`config.mk`:
```
export PLATFORM = sky130hd
export DESIGN_NAME = line_window_ctrl
export DESIGN_NICKNAME = d
export VERILOG_FILES = /design/src/rtl/line_window_ctrl.sv
export SDC_FILE = /design/constraint.sdc
export NUM_CORES = 1
export LEC_CHECK = 0
export CAP_MARGIN = 20
export CORE_ASPECT_RATIO = 1.4
export CORE_UTILIZATION = 47
export CTS_CLUSTER_DIAMETER = 80
export DETAILED_ROUTE_END_ITERATION = 8
export PLACE_DENSITY_LB_ADDON = 0.1
export SYNTH_ARGS = -nofsm -noshare
export SYNTH_HDL_FRONTEND = slang
export SYNTH_SLANG_ARGS = --single-unit
```
`constraint.sdc`:
```
create_clock -name clk -period 2.3 [get_ports clk]
set_input_delay 0.46 -clock clk [delete_from_list [all_inputs] [get_ports clk]]
set_output_delay 0.46 -clock clk [all_outputs]
set_load 0.02 [all_outputs]
```
`src/rtl/line_window_ctrl.sv`:
```
// Sliding-window controller for a line-buffered KxK convolution front end.
// Tracks pixel position in the frame and flags when the window registers hold a full KxK window.
module line_window_ctrl #(
  parameter int IMG_W = 32,
  parameter int IMG_H = 32,
  parameter int K     = 3
) (
  input  logic        clk,
  input  logic        reset,
  input  logic        start,
  input  logic        in_valid,
  output logic        in_ready,
  output logic        shift_en,
  output logic        win_valid,
  output logic [15:0] win_row,
  output logic [15:0] win_col,
  output logic        busy,
  output logic        done
);

  localparam int CW = (IMG_W > 1) ? $clog2(IMG_W) : 1;
  localparam int RW = (IMG_H > 1) ? $clog2(IMG_H) : 1;
  localparam logic [CW-1:0] COL_LAST = CW'(IMG_W - 1);
  localparam logic [RW-1:0] ROW_LAST = RW'(IMG_H - 1);
  localparam logic [CW-1:0] COL_K    = CW'(K - 1);
  localparam logic [RW-1:0] ROW_K    = RW'(K - 1);

  typedef enum logic [1:0] {IDLE, RUN, DONE} state_t;

  state_t        state, state_nx;
  logic [CW-1:0] col;
  logic [RW-1:0] row;
  logic          accept;
  logic          col_wrap;
  logic          last_px;
  logic          win_hit;

  always_ff @(posedge clk or negedge reset) begin
    if (!reset) state <= IDLE;
    else        state <= state_nx;
  end

  always_comb begin
    in_ready = (state == RUN);
    accept   = in_valid & in_ready;
    shift_en = accept;
    busy     = (state != IDLE);
    done     = (state == DONE);
    col_wrap = (col == COL_LAST);
    last_px  = col_wrap && (row == ROW_LAST);
    // Rows/cols below K-1 are line-buffer fill; gating here is the only suppression needed.
    win_hit  = accept && (row >= ROW_K) && (col >= COL_K);
    state_nx = state;
    case (state)
      IDLE:    if (start) state_nx = RUN;
      RUN:     if (accept && last_px) state_nx = DONE;
      DONE:    state_nx = IDLE;
      default: state_nx = IDLE;
    endcase
  end

  always_ff @(posedge clk or negedge reset) begin
    if (!reset) begin
      col <= '0;
      row <= '0;
    end else if (state != RUN) begin
      col <= '0;
      row <= '0;
    end else if (accept) begin
      if (col_wrap) begin
        col <= '0;
        row <= last_px ? '0 : row + 1'b1;
      end else begin
        col <= col + 1'b1;
      end
    end
  end

  always_ff @(posedge clk or negedge reset) begin
    if (!reset) begin
      win_valid <= 1'b0;
      win_row   <= '0;
      win_col   <= '0;
    end else begin
      win_valid <= win_hit;
      if (win_hit) begin
        win_row <= 16'(row - ROW_K);
        win_col <= 16'(col - COL_K);
      end
    end
  end

endmodule

```
==> results.md, run 1 <==
* Status: completed
* Avg Synthesized Cell Area at ~9 µm²
* RSZ-0062 raised after global routing: false
* Register area share after synthesis at between 40 and 50%
* Final hold vios at 0
* Top-count cell post-synth: dfrtp_1
* 1st-pass router iterations at 4
* PortBufs at 40
* TritonCTS Sinks at 25
* Post-DR wirelength/cell at between 10 and 15 µm
* Cell area after synthesis at between 1000 and 1500 µm²
* Largest net degree at the start of global routing at 26
* CP Launch Type: input port
* Post-synth top cells: dfrtp_1 (25), buf_4 (20), nor2_1 (15), o21ai_0 (13)
* Detailed Route Iter0 Violations at 31
* Sequential share of power at 38.5%
* Largest cells by area after synthesis: dfrtp_1 (43%), buf_4 (10%), ha_1 (8.5%)
* Crit path DAT at 1.74 ns
* Number of routed nets with antenna violations at 0
* CTS buffer count at 3
* Fin nets at just under 200
* Area leader, netlist: dfrtp_1
* Vias per cell at ~5.3
* Kind of critical path: in2out
* Post-CTS sizing at 0
* PwrDens at approximately 1000 nW/µm²
* Die area at between 3000 and 4000 µm²
* WHS at around 0.5 ns
* Fmax at between 400 and 500 MHz
* Dpl hpwl at 2072 µm
* Period utilization at between 90% and 100%
* Area growth syn-to-layout at 24.60%
* Fraction of registers with async set/reset at between 90% and 100%
* Sw frac at about two fifths
* # Post-CTS Setup Buffers at 0
* Core box area at 2907 µm²
* Max Cap Viol at 0
* NetSw at slightly above 0.0007 W
* Slew Viols, Final at 0
* Power share of the clock group at ~14%
* CTS tree: done
* Grt total ovfl at 0
* Initial antenna violation count at 0
* RePlAce Congestion at approximately 0.76
* Cell Int Power at ~0.0011 W
* Combinational share of power at a little under half
* Syn_nets at between 150 and 200
* Starting Density at between 50% and 60%
* DIE WIDTH at about 49 µm
* Row cnt at 23
* Main flop type after synthesis: dfrtp_1
* Layout cell share with drive strength beyond 1 at under 10%
* Setup Skew at between 0.002 and 0.0025 ns
* Measured slew at the worst slew-check pin at 0.3402 ns
* Vias in the first global route at roughly 1100
* CTS root buf: clkbuf_8
* IO Count at 41
* VDD IR max at about 0.68 mV
* FF+latch count, synth at 25
* Worst-Skew Late Latency at 0.27 ns
* Synth warnings at 0
* Post-CTS Hold Buffers at 0
* Worst EP required at 1.84 ns
* Max FO, Critical Path at 3
* Finish-stage setup viols at 0
* First-pass GRT wire length at ~4700 µm
* CTS max path bufs at 2
* Pleak at around 0.84 nW
* Min-Delay Path Class: reg2reg
* Setup TNS at 0 ns
* Slew Limit Headroom at between 70% and 80%
* Final Util at a little over three fifths
* Yosys top cell area share at a little over two fifths
* Die H at roughly 68 µm
* Ant. Diodes at 0
* Overall routed net length at 2715 µm
* Post-synth EDFFs at 0
* Netlist cell types at 32
* Total track usage at 18.18%
* Final min period at 2.204 ns
* Clock transition at path regs at 0.09 ns
* H-Tree Depth at 1
* Setup crit end kind: primary output
* Drt drc at 0
* Vias post-DR at around 1200
* Mapped Cells at 159
[worst max-delay path, stage by stage]
cell             delay [ns]
clkdlybuf4s50_1        0.49
nand3b_2               0.09
inv_1                  0.10
clkdlybuf4s50_1        0.61
[sequential cells by signal (all words and copies together), names as in the netlist]
register and count:
win_col 6, win_row 6, col 5, row 5, state 2, win_valid 1
[through the flow]
| stage | instances | setup WS, ns | cell area [µm²] | power (W) |
|---|---|---|---|---|
| global route | 221 | 0.03707 | 1832 | 0.001914 |
| detailed placement | 217 | 0.09758 | 1785 | 0.001546 |
| global placement | 217 | 0.1189 | 1785 | 0.001511 |
| floorplan | 159 | 0.6864 | 1470 | 0.001263 |
| CTS | 221 | 0.08862 | 1832 | 0.001804 |
| finish | 221 | 0.09648 | 1832 | 0.001787 |
[cell families after synthesis]
logic type	after synthesis	synth area share [%]
XOR/XNOR	2	1.192
AND/OR/NAND/NOR	48	18.38
adder cells (fa/ha/maj)	10	8.511
AO/OA/AOI/OAI	37	13.45
buffers and inverters	35	14.55
flip-flops	25	42.55
multiplexers	2	1.362
[path summary, 6_finish.rpt]
check                      startpoint         end  slack (ns)  depth (start not counted)
hold / removal               state[1]    state[0]        0.50                          1
setup reg to reg               col[1]      row[3]        0.32                          7
max in group asynchronous       reset      row[0]        1.50                          2
min in group asynchronous       reset  win_col[3]        0.56                          2
setup / recovery             in_valid    shift_en         0.1                          4
hold reg to reg              state[1]    state[0]        0.50                          1
[layout make-up]
type                       instances  area, µm²
clock buffer                       3      41.29
clock inverter                     1      5.005
fill                             260       1075
inverter                          10      37.54
multi-input combinational         99      630.6
sequential                        25      625.6
tap                               37      46.29
timing repair buffer              46      445.4
[power by group through the flow]
stage / logic, W / registers (W) / clock network (W)
after floorplan: 0.000514 / 0.000749 / 0
after global placement: 0.000823 / 0.000688 / 0
after detailed placement: 0.000847 / 0.000699 / 0
after CTS: 0.000849 / 0.000689 / 0.000266
after global routing: 0.000921 / 0.000712 / 0.000281
final: 0.000840 / 0.000688 / 0.000259
[cell usage in the layout (no fill, tap or decap), types with 2 or more instances in the layout]
cell type,instances
a21oi_1,10
and3_1,3
buf_4,6
clkbuf_8,3
clkdlybuf4s50_1,40
dfrtp_1,25
ha_1,10
inv_1,10
mux2i_1,2
nand2_1,6
nand3_1,2
nor2_1,15
nor3_1,9
nor4_1,2
o21ai_0,13
o21ai_1,10
xnor2_1,2
[routing by layer]
metal	up-vias	global-route usage [%]	wire length, µm
met5	-	0	0
met4	0	9.926	55
met3	7	1.556	153
met2	49	34.59	1347
met1	551	19.92	1159
li1	575	-	-
Note: power is estimated with default switching activity, not from simulation.
==> inputs of run 2 (changes only) <==
Settings changed: PLACE_DENSITY set to 0.76, PLACE_DENSITY_LB_ADDON 0.1 to unset.
==> run 2 against run 1 <==
Against the previous run: register-to-register slack improved by 0.03 ns; maximum frequency fell by 0.76%; critical path depth did not move; clock skew rose by 0.0037 ns; critical path type unchanged; largest cell class unchanged; highest routed layer unchanged.
==> results.md, run 2 (same netlist as run 1, synthesis figures left out) <==
* Drt drc at 0
* Commonest non-fill, non-tap cell in the layout: clkdlybuf4s50_1
* M1 GR Usage at about a fifth
* IO Count at around 40
* CTS buffer count at 3
* Die H at approximately 68 µm
* Vias in the first global route at 1037
* M3 GR Usage at ~2.0%
* Area growth syn-to-layout at 24.51%
* CTS tree: done
* DIE WIDTH at 49.27 µm
* # Post-CTS Setup Buffers at 0
* Ant. Diodes at 0
* Fmax at 450.4 MHz
* Vias post-DR at between 1000 and 1500
* Max Cap Viol at 0
* Overall routed net length at about 2600 µm
* RSZ-0062 raised after global routing: false
* PwrDens at approximately 970 nW/µm²
* Worst EP required at ~1.8 ns
* Post-DR wirelength/cell at 11.79 µm
* Setup TNS at 0 ns
* Max FO, Critical Path at 3
* CTS root buf: clkbuf_8
* Row cnt at 23
* WHS at approximately 0.49 ns
* First-pass GRT wire length at 4519 µm
* CTS max path bufs at 2
* Dpl hpwl at between 2000 and 2500 µm
* Worst-path cell chain: clkdlybuf4s50_1, nand3b_2, inv_1, clkdlybuf4s50_1
* Slew Viols, Final at 0
* 1st-pass router iterations at 4
* Slew Limit Headroom at around three quarters
* Met2 Track Usage GR at 33.39%
* Post-CTS Hold Buffers at 0
* Clock transition at path regs at around 0.09 ns
* Final min period at 2.220 ns
* Biggest regs: win_col: 6 flops, win_row: 6 flops
* Worst-Skew Late Latency at 0.26 ns
* VDD IR max at around 0.50 mV
* Vias per cell at approximately 5.2
* Kind of critical path: in2out
* Total track usage at 17.41%
* Most frequent cells in the layout: clkdlybuf4s50_1 (40), dfrtp_1 (25), nor2_1 (15), o21ai_0 (13)
* Pleak at about 0.84 nW
* Number of routed nets with antenna violations at 0
* Core box area at 2907 µm²
* Crit path largest cell delay at 0.62 ns
* Layout cell share with drive strength beyond 1 at under 10%
* Initial antenna violation count at 0
* PortBufs at 40
* Detailed Route Iter0 Violations at 33
* RePlAce Congestion at a little under 0.8
* H-Tree Depth at 1
* Measured slew at the worst slew-check pin at 0.3613 ns
* Setup Skew at 0.006147 ns
* Most Frequent Cell on Critical Path: clkdlybuf4s50_1
* Period utilization at a little over nine tenths
* Grt total ovfl at 0
* Largest net degree at the start of global routing at 26
* Setup crit end kind: primary output
* Filler cells at about 250
* Post-CTS sizing at 0
* Slowest CP cell: clkdlybuf4s50_1
* Crit path DAT at between 1.5 and 2 ns
* Die area at around 3400 µm²
* Finish-stage setup viols at 0
* CP Launch Type: input port
* Starting Density at between 50% and 60%
* Min-Delay Path Class: reg2reg
* Gr busiest metal: met2
* Status: completed
* TritonCTS Sinks at 25
* Final hold vios at 0
* Fin nets at about 200
## run 2: metal layers
layer	wire length, µm	vias to the layer above
met5	0	-
met4	24	0
met3	139	2
met2	1331	45
met1	1110	540
li1	-	572
## run 2: layout make-up
class / instances / area [µm²] / area share (%)
clock buffers: 4 / 45.04 / 2.461
inverters: 10 / 37.54 / 2.051
flip-flops and latches: 25 / 625.6 / 34.18
multi-input cells: 99 / 630.6 / 34.45
repair buffers: 46 / 445.4 / 24.33
well taps: 37 / 46.29 / 2.529
## run 2: power by group
group          leakage [nW]  switching [W]  internal (W)
Clock                0.0228       0.000129      0.000123
Combinational         0.488       0.000422      0.000408
Sequential            0.326       0.000134      0.000551
## run 2: per-stage QoR
stage | power (W) | std cells | setup slack, ns | instance area (µm²) | utilization [%]
finish | 0.001767 | 221 | 0.07963 | 1831 | 62.98
global route | 0.001895 | 221 | 0.02654 | 1831 | 62.98
CTS | 0.001789 | 221 | 0.07464 | 1831 | 62.98
detailed placement | 0.001536 | 217 | 0.08085 | 1785 | 61.43
global placement | 0.001508 | 217 | 0.1163 | 1785 | 61.43
floorplan | 0.001263 | 159 | 0.6864 | 1470 | -
## run 2: worst paths after layout
| path | startpoint | endpoint | slack (ns) | cells after the start |
|---|---|---|---|---|
| min in group asynchronous | reset | state[0] | 0.55 | 2 |
| worst min-delay path | state[1] | state[0] | 0.49 | 1 |
| worst min register to register | state[1] | state[0] | 0.49 | 1 |
| worst max register to register | col[1] | row[3] | 0.35 | 7 |
| worst max-delay path | in_valid | shift_en | 0.08 | 4 |
| max in group asynchronous | reset | win_col[1] | 1.51 | 2 |
## run 2: worst max-delay path: cells and delay by family
| kind | cells | cell delay, ns |
|---|---|---|
| buffers and inverters | 3 | 1.21 |
| and+or+nand+nor | 1 | 0.09 |
==> inputs of run 3 (changes only) <==
Settings changed: GPL_TIMING_DRIVEN set to 1.
==> results of run 3 <==
Same layout as run 2: the final DEF is identical, and so are final timing and power.
